File: config.mk
export PLATFORM = sky130hd
export DESIGN_NAME = vfpu_unpack_pipe
export DESIGN_NICKNAME = d
export VERILOG_FILES = /design/src/rtl/vfpu_unpack_pipe_pkg.sv /design/src/rtl/vfpu_unpack_pipe_lane.sv /design/src/rtl/vfpu_unpack_pipe.sv
export SDC_FILE = /design/constraint.sdc
export NUM_CORES = 1
export LEC_CHECK = 0
export CAP_MARGIN = 20
export CORE_UTILIZATION = 37
export CTS_CLUSTER_SIZE = 8
export DETAILED_ROUTE_END_ITERATION = 7
export GPL_ROUTABILITY_DRIVEN = 0
export MAX_ROUTING_LAYER = met4
export PLACE_DENSITY = 0.74
export SETUP_SLACK_MARGIN = 0.15
export SLEW_MARGIN = 15
export SYNTH_ARGS = -nofsm -noshare
export SYNTH_HDL_FRONTEND = slang
export SYNTH_SLANG_ARGS = --single-unit
File: constraint.sdc
create_clock -name clk -period 1.56 [get_ports clk]
set_input_delay 0.234 -clock clk [delete_from_list [all_inputs] [get_ports clk]]
set_output_delay 0.234 -clock clk [all_outputs]
set_load 0.02 [all_outputs]
File: src/rtl/vfpu_unpack_pipe_pkg.sv
// -----------------------------------------------------------------------------
// vfpu_unpack_pipe_pkg
//   Shared definitions for the vector FPU operand unpacker.
//   - cls_e          : class codes reported per lane (codes 6-7 unused)
//   - exp_bias_of()  : IEEE-754 exponent bias for a given exponent width
//   - lane_width()   : packed operand width, sign + exponent + fraction
//   Optional feature macro used by the design files: VFPU_UNPACK_NORM_EN.
// -----------------------------------------------------------------------------
package vfpu_unpack_pipe_pkg;

    typedef enum logic [2:0] {
        CLS_ZERO   = 3'd0,
        CLS_DENORM = 3'd1,
        CLS_NORM   = 3'd2,
        CLS_INF    = 3'd3,
        CLS_QNAN   = 3'd4,
        CLS_SNAN   = 3'd5
    } cls_e;

    // bias = 2^(exp_w-1) - 1
    function automatic int exp_bias_of(input int exp_w);
        return (1 << (exp_w - 1)) - 1;
    endfunction

    function automatic int lane_width(input int exp_w, input int frac_w);
        return 1 + exp_w + frac_w;
    endfunction

endpackage

File: src/rtl/vfpu_unpack_pipe_lane.sv
// -----------------------------------------------------------------------------
// vfpu_unpack_lane
//   Combinational single-lane IEEE-754 unpack + classify.
//   Macro VFPU_UNPACK_NORM_EN: when defined, a non-flushed denormal is
//   normalised in the same cycle (leading-zero count inside this module);
//   exp_bias_o still reports 1 and cls_o stays DENORM.
//
// Ports:
//   op_i        in   packed operand {sign, exponent, fraction}
//   nj_i        in   flush-denormal mode
//   s_o         out  sign bit (kept even for flushed values)
//   exp_bias_o  out  effective biased exponent, unsigned
//   exp_o       out  unbiased exponent, two's complement, EXP_W+1 bits
//   frac_o      out  fraction with explicit leading bit, FRAC_W+1 bits
//   cls_o       out  class code (vfpu_unpack_pipe_pkg::cls_e)
// -----------------------------------------------------------------------------
module vfpu_unpack_lane
    import vfpu_unpack_pipe_pkg::*;
#(
    parameter int EXP_W  = 8,
    parameter int FRAC_W = 23
) (
    input  logic [EXP_W+FRAC_W:0] op_i,
    input  logic                  nj_i,
    output logic                  s_o,
    output logic [EXP_W-1:0]      exp_bias_o,
    output logic [EXP_W:0]        exp_o,
    output logic [FRAC_W:0]       frac_o,
    output logic [2:0]            cls_o
);

    localparam int             BIAS   = exp_bias_of(EXP_W);
    localparam logic [EXP_W:0] BIAS_X = (EXP_W+1)'(BIAS);

    logic [EXP_W-1:0]  e;
    logic [FRAC_W-1:0] f;
    logic              e_zero;
    logic              e_ones;
    logic              f_zero;

    assign s_o    = op_i[EXP_W+FRAC_W];
    assign e      = op_i[EXP_W+FRAC_W-1 -: EXP_W];
    assign f      = op_i[FRAC_W-1:0];
    assign e_zero = (e == '0);
    assign e_ones = (e == '1);
    assign f_zero = (f == '0);

`ifdef VFPU_UNPACK_NORM_EN
    localparam int LZ_W = $clog2(FRAC_W + 1);

    logic [LZ_W-1:0] lz;

    // Scan from LSB upward so the highest set bit is the last one to win.
    always_comb begin
        lz = LZ_W'(FRAC_W);
        for (int i = 0; i < FRAC_W; i++) begin
            if (f[i]) lz = LZ_W'(FRAC_W - 1 - i);
        end
    end
`endif

    always_comb begin
        // NOTE: every output gets a default first so no path can infer a latch.
        exp_bias_o = e;
        frac_o     = {1'b1, f};
        cls_o      = CLS_NORM;

        if (e_zero) begin
            if (f_zero) begin
                exp_bias_o = '0;
                cls_o      = CLS_ZERO;
            end else if (nj_i) begin
                exp_bias_o = '0;
                frac_o     = '0;
                cls_o      = CLS_ZERO;
            end else begin
                // Denormals share the exponent of the smallest normal.
                exp_bias_o = EXP_W'(1);
                frac_o     = {1'b0, f};
                cls_o      = CLS_DENORM;
            end
        end else if (e_ones) begin
            if (f_zero)            cls_o = CLS_INF;
            else if (f[FRAC_W-1])  cls_o = CLS_QNAN;
            else                   cls_o = CLS_SNAN;
        end

        // Zero-extended before the subtraction so all-ones stays positive.
        exp_o = {1'b0, exp_bias_o} - BIAS_X;

`ifdef VFPU_UNPACK_NORM_EN
        if (e_zero && !f_zero && !nj_i) begin
            // {0,f} << (lz+1) == {f,0} << lz; exp = 1 - bias - (lz+1).
            frac_o = {f, 1'b0} << lz;
            exp_o  = -BIAS_X - (EXP_W+1)'(lz);
        end
`endif
    end

endmodule

File: src/rtl/vfpu_unpack_pipe.sv
// -----------------------------------------------------------------------------
// vfpu_unpack_pipe
//   Multi-lane IEEE-754 operand unpacker, one registered stage with a
//   valid/ready handshake. Lanes are unpacked by vfpu_unpack_lane; this level
//   only holds the handshake and the output registers.
//   Macro VFPU_UNPACK_NORM_EN (see vfpu_unpack_lane) enables same-cycle
//   normalisation of denormals; latency and handshake are unchanged.
//
// Ports:
//   clk        in   clock, rising edge
//   rst_n      in   synchronous active-low reset
//   in_valid   in   upstream transaction valid
//   in_ready   out  block can accept this cycle (0 while in reset)
//   nj_mode    in   flush-denormal mode, common to all lanes
//   operand    in   packed operands, lane i at [i*W +: W]
//   out_valid  out  output transaction valid
//   out_ready  in   downstream accepts the output
//   s          out  sign per lane
//   exp_bias   out  effective biased exponent per lane
//   exp        out  unbiased exponent per lane, two's complement
//   frac       out  fraction with explicit leading bit per lane
//   cls        out  class code per lane
// -----------------------------------------------------------------------------
module vfpu_unpack_pipe
    import vfpu_unpack_pipe_pkg::*;
#(
    parameter int EXP_W  = 8,
    parameter int FRAC_W = 23,
    parameter int LANES  = 4
) (
    input  logic                          clk,
    input  logic                          rst_n,
    input  logic                          in_valid,
    output logic                          in_ready,
    input  logic                          nj_mode,
    input  logic [LANES*(1+EXP_W+FRAC_W)-1:0] operand,
    output logic                          out_valid,
    input  logic                          out_ready,
    output logic [LANES-1:0]              s,
    output logic [LANES*EXP_W-1:0]        exp_bias,
    output logic [LANES*(EXP_W+1)-1:0]    exp,
    output logic [LANES*(FRAC_W+1)-1:0]   frac,
    output logic [LANES*3-1:0]            cls
);

    localparam int W = lane_width(EXP_W, FRAC_W);

    logic [LANES-1:0]            s_d,        s_q;
    logic [LANES*EXP_W-1:0]      exp_bias_d, exp_bias_q;
    logic [LANES*(EXP_W+1)-1:0]  exp_d,      exp_q;
    logic [LANES*(FRAC_W+1)-1:0] frac_d,     frac_q;
    logic [LANES*3-1:0]          cls_d,      cls_q;
    logic                        valid_q;
    logic                        accept;

    for (genvar i = 0; i < LANES; i++) begin : g_lane
        vfpu_unpack_lane #(
            .EXP_W  (EXP_W),
            .FRAC_W (FRAC_W)
        ) u_lane (
            .op_i       (operand[i*W +: W]),
            .nj_i       (nj_mode),
            .s_o        (s_d[i]),
            .exp_bias_o (exp_bias_d[i*EXP_W +: EXP_W]),
            .exp_o      (exp_d[i*(EXP_W+1) +: EXP_W+1]),
            .frac_o     (frac_d[i*(FRAC_W+1) +: FRAC_W+1]),
            .cls_o      (cls_d[i*3 +: 3])
        );
    end

    // Ready whenever the register is empty or being drained this cycle.
    assign in_ready = rst_n & (~valid_q | out_ready);
    assign accept   = in_valid & in_ready;

    always_ff @(posedge clk) begin
        // NOTE: data registers are cleared too, because outputs must read 0 after reset.
        if (!rst_n) begin
            valid_q    <= 1'b0;
            s_q        <= '0;
            exp_bias_q <= '0;
            exp_q      <= '0;
            frac_q     <= '0;
            cls_q      <= '0;
        end else begin
            // NOTE: non-blocking assignments keep every register sampling pre-edge values.
            if (accept) begin
                valid_q    <= 1'b1;
                s_q        <= s_d;
                exp_bias_q <= exp_bias_d;
                exp_q      <= exp_d;
                frac_q     <= frac_d;
                cls_q      <= cls_d;
            end else if (out_ready) begin
                valid_q <= 1'b0;
            end
        end
    end

    assign out_valid = valid_q;
    assign s         = s_q;
    assign exp_bias  = exp_bias_q;
    assign exp       = exp_q;
    assign frac      = frac_q;
    assign cls       = cls_q;

endmodule

==> metrics.md <==
| Metric | Value |
|---|---|
| Max-cap violation count | `0` |
| DR WL/cell | `19.3 microns` |
| Status | `finished with violations` |
| Die area | `18500 sq um` |
| Core Area | `17400 sq um` |
| Distinct cells, synth | `43` |
| Initial DRC Count | `265` |
| I/O Pins | `315` |
| Hold depth | `2` |
| Initial antenna violation count | `2` |
| Drt drc | `0` |
| Power, Total | `12.3 mW` |
| R2R Setup Slk | `-0.001 ns` |
| Final period utilization | `100%` |
| Peak supply drop | `0.810 mV` |
| Pre-CTS setup slack | `-0.602 ns` |
| CTS Buf Count | `17` |
| Final setup vio count | `1` |
| Synth Flop Type | `dfxtp_1` |
| Syn avg cell area | `9.55 sq um` |
| Async SR Flop Fraction | `0%` |
| Top cells by area, synth | `dfxtp_1 54%, a22o_1 11%, nand2_1 6.2%, nand3_1 4.7%, nor4_1 2.4%` |
| Root Driver | `clkbuf_16` |
| F_max | `641 MHz` |
| Maximum fanout along the worst path | `7` |
| Hold Startpoint | `operand[101]` |
| Layout Utilization | `74.7%` |
| Setup ws final | `-0.000992 ns` |
| Setup TNS | `-0.000992 ns` |
| Max-slew headroom | `72.1%` |
| Dominant cell type by area after synthesis | `dfxtp_1` |
| Vias per inst | `5.23` |
| Setup crit start kind | `register` |
| Die Wd | `between 100 and 150 microns` |
| Initial Util | `38.2%` |
| Max Transition Viols Final | `0` |
| Crit-path cells | `nand2b_4 > buf_6 > nand3_4 > buf_12 > a21oi_4 > clkbuf_16 > a22o_1` |
| Pre-Repair DR Iteration Count | `4` |
| Layout fillers | `between 1k and 1.5k` |
| First-pass GRT wire length | `37600 microns` |
| Pwr/cell area | `949 nW/um^2` |
| Crit path DAT | `1.93 ns` |
| Syn. warnings | `0` |
| Detail Placement HPWL | `17100 microns` |
| R2r startpoint | `out_valid` |
| Hold Fails Final Rpt | `0` |
| Post-route ant nets | `0` |
| Total clock sinks | `181` |
| Worst clock skew | `0.00717 ns` |
| Total track usage | `27.6%` |
| Port bufs | `314` |
| Dominant cell by count in the synthesized netlist | `dfxtp_1` |
| Worst r2r path cells | `7` |
| Share of the synthesized area in the top cell type | `54.5%` |
| Crit path required time | `1.93 ns` |
| CP max stage delay | `0.35 ns` |
| Via count | `7397` |
| Post-synth design cell area | `6650 sq um` |
| Setup CP Type | `register to register` |
| Remaining Overflow, GRT | `0` |
| CTS Buffer Depth | `2` |
| CTS tree | `built` |
| R2R Path End | `frac[19]` |
| Failing checks | `negative setup slack` |
| Reg clk slew, reported paths | `~0.070 ns` |
| FP Rows | `between 40 and 50` |
| Layout Nets | `1308` |
| Mapped Cells | `~700` |
| Vias in the first global route | `7077` |
| Crit-path slowest cell | `dfxtp_4` |
| Worst slew pin tran | `roughly 0.42 ns` |
| Pin count of the biggest net entering global routing | `36` |
| Syn Nets | `829` |
| Min-Delay Path Class | `primary input to register` |
| Flops & latches, synth | `181` |
| WL final | `27200 microns` |
| Setup crit end kind | `register` |
| H-tree depth | `4` |
| Unrepaired setup endpoints after global routing | `yes` |
| Synth-to-Final Area Change | `95.6%` |
| Die Y | `136 microns` |
| Post-synthesis sequential area ratio | `54.5%` |
| WHS Endpoint | `frac[77]` |
| Crit path time final | `1.56 ns` |
| Clock Latency Late Sink | `between 0.4 and 0.5 ns` |
| Share of cells above drive strength 1 | `30.1%` |
| Top cells by count, synth | `181 x dfxtp_1, 109 x nand2_1, 86 x a22o_1` |
| EDFF count, synth | `0` |
| P_leak | `just over 6 nW` |
-- cell families after synthesis --
| kind of cell | after synthesis | synth area share (%) |
|---|---|---|
| AO/OA/AOI/OAI | 177 | 20.2 |
| XOR/XNOR | 20 | 2.63 |
| multiplexers | 2 | 0.301 |
| buffers and inverters | 56 | 3.95 |
| flip-flops | 181 | 54.5 |
| AND/OR/NAND/NOR | 260 | 18.4 |
-- power breakdown --
part	switching, mW	internal, mW	leakage [nW]
Sequential	0.178	4.95	1.49
Clock	2.02	2.51	0.299
Combinational	1.37	1.32	4.42
Total	3.56	8.78	6.21
-- cells in the final DEF (no fill, tap or decap), types with 13 or more instances in the layout --
cell type,count
buf_12,17
a21oi_1,13
nor4_2,16
buf_6,31
nand3_1,60
dlygate4sd2_1,228
xor2_1,13
o21ai_0,19
dlymetal6s2s_1,18
buf_4,120
dfxtp_1,180
clkbuf_2,13
a22o_1,86
clkdlybuf4s50_1,15
nor2_1,18
clkbuf_16,29
nand2_1,88
clkdlybuf4s15_1,31
-- metal layers --
layer / track usage, % / share of wire, % / vias to the layer above
met1: 29.2 / 38 / 3547
met4: 10.3 / 3.5 / 0
met2: 48.1 / 51 / 269
met3: 8.24 / 6.9 / 63
met5: - / 0 / -
li1: - / - / 3518
-- area by class of cell --
| type | count | area, sq um | share of cell area [%] |
|---|---|---|---|
| Antenna cell | 2 | 5.00 | 0.0385 |
| Timing Repair Buffer | 509 | 5070 | 39.0 |
| Multi-Input combinational cell | 460 | 3390 | 26.1 |
| Clock buffer | 19 | 453 | 3.48 |
| Clock inverter | 13 | 161 | 1.24 |
| Inverter | 6 | 22.5 | 0.173 |
| Tap cell | 225 | 282 | 2.16 |
| Sequential cell | 181 | 3630 | 27.9 |
-- how the worst max path moves through the flow --
stage / startpoint / end / slack [ns]
floorplan: operand[98] / exp[30] / 0.0008
global placement: operand[106] / exp[32] / -0.63
detailed placement: operand[62] / frac[41] / -0.60
CTS: out_valid / frac[67] / 0.03
global route: out_valid / frac[6] / -0.03
finish: out_valid / frac[19] / -0.001
-- sequential cells by signal, indices dropped and copies added, names as in the netlist --
name and count:
exp 36, s 4, exp_bias 32, out_valid 1, frac 96, cls 12
-- repair_timing --
action / in CTS / in global routing
buffers inserted: 25 / 19
pin swaps: 59 / 88
setup endpoints to repair: 297 / 160
resized for setup: 370 / 197
gates cloned: 10 / 16
hold buffers: 0 / 0
-- through the flow --
stage	std cells	hold WS [ns]	instance area, sq um
2_1_floorplan	696	0.333	6730
3_3_place_gp	1311	0.435	10900
3_5_place_dp	1311	0.444	10900
4_1_cts	1378	0.0283	11900
5_1_grt	1415	0.0415	13000
6_report	1415	0.0471	13000
-- critical path, delay by kind of cell (launching register included) --
kind | cells | cell delay, ns
AO/OA/AOI/OAI | 2 | 0.35
AND/OR/NAND/NOR | 2 | 0.27
flip-flops | 1 | 0.35
buffers and inverters | 3 | 0.53
Power figures use the tool's default switching activity.
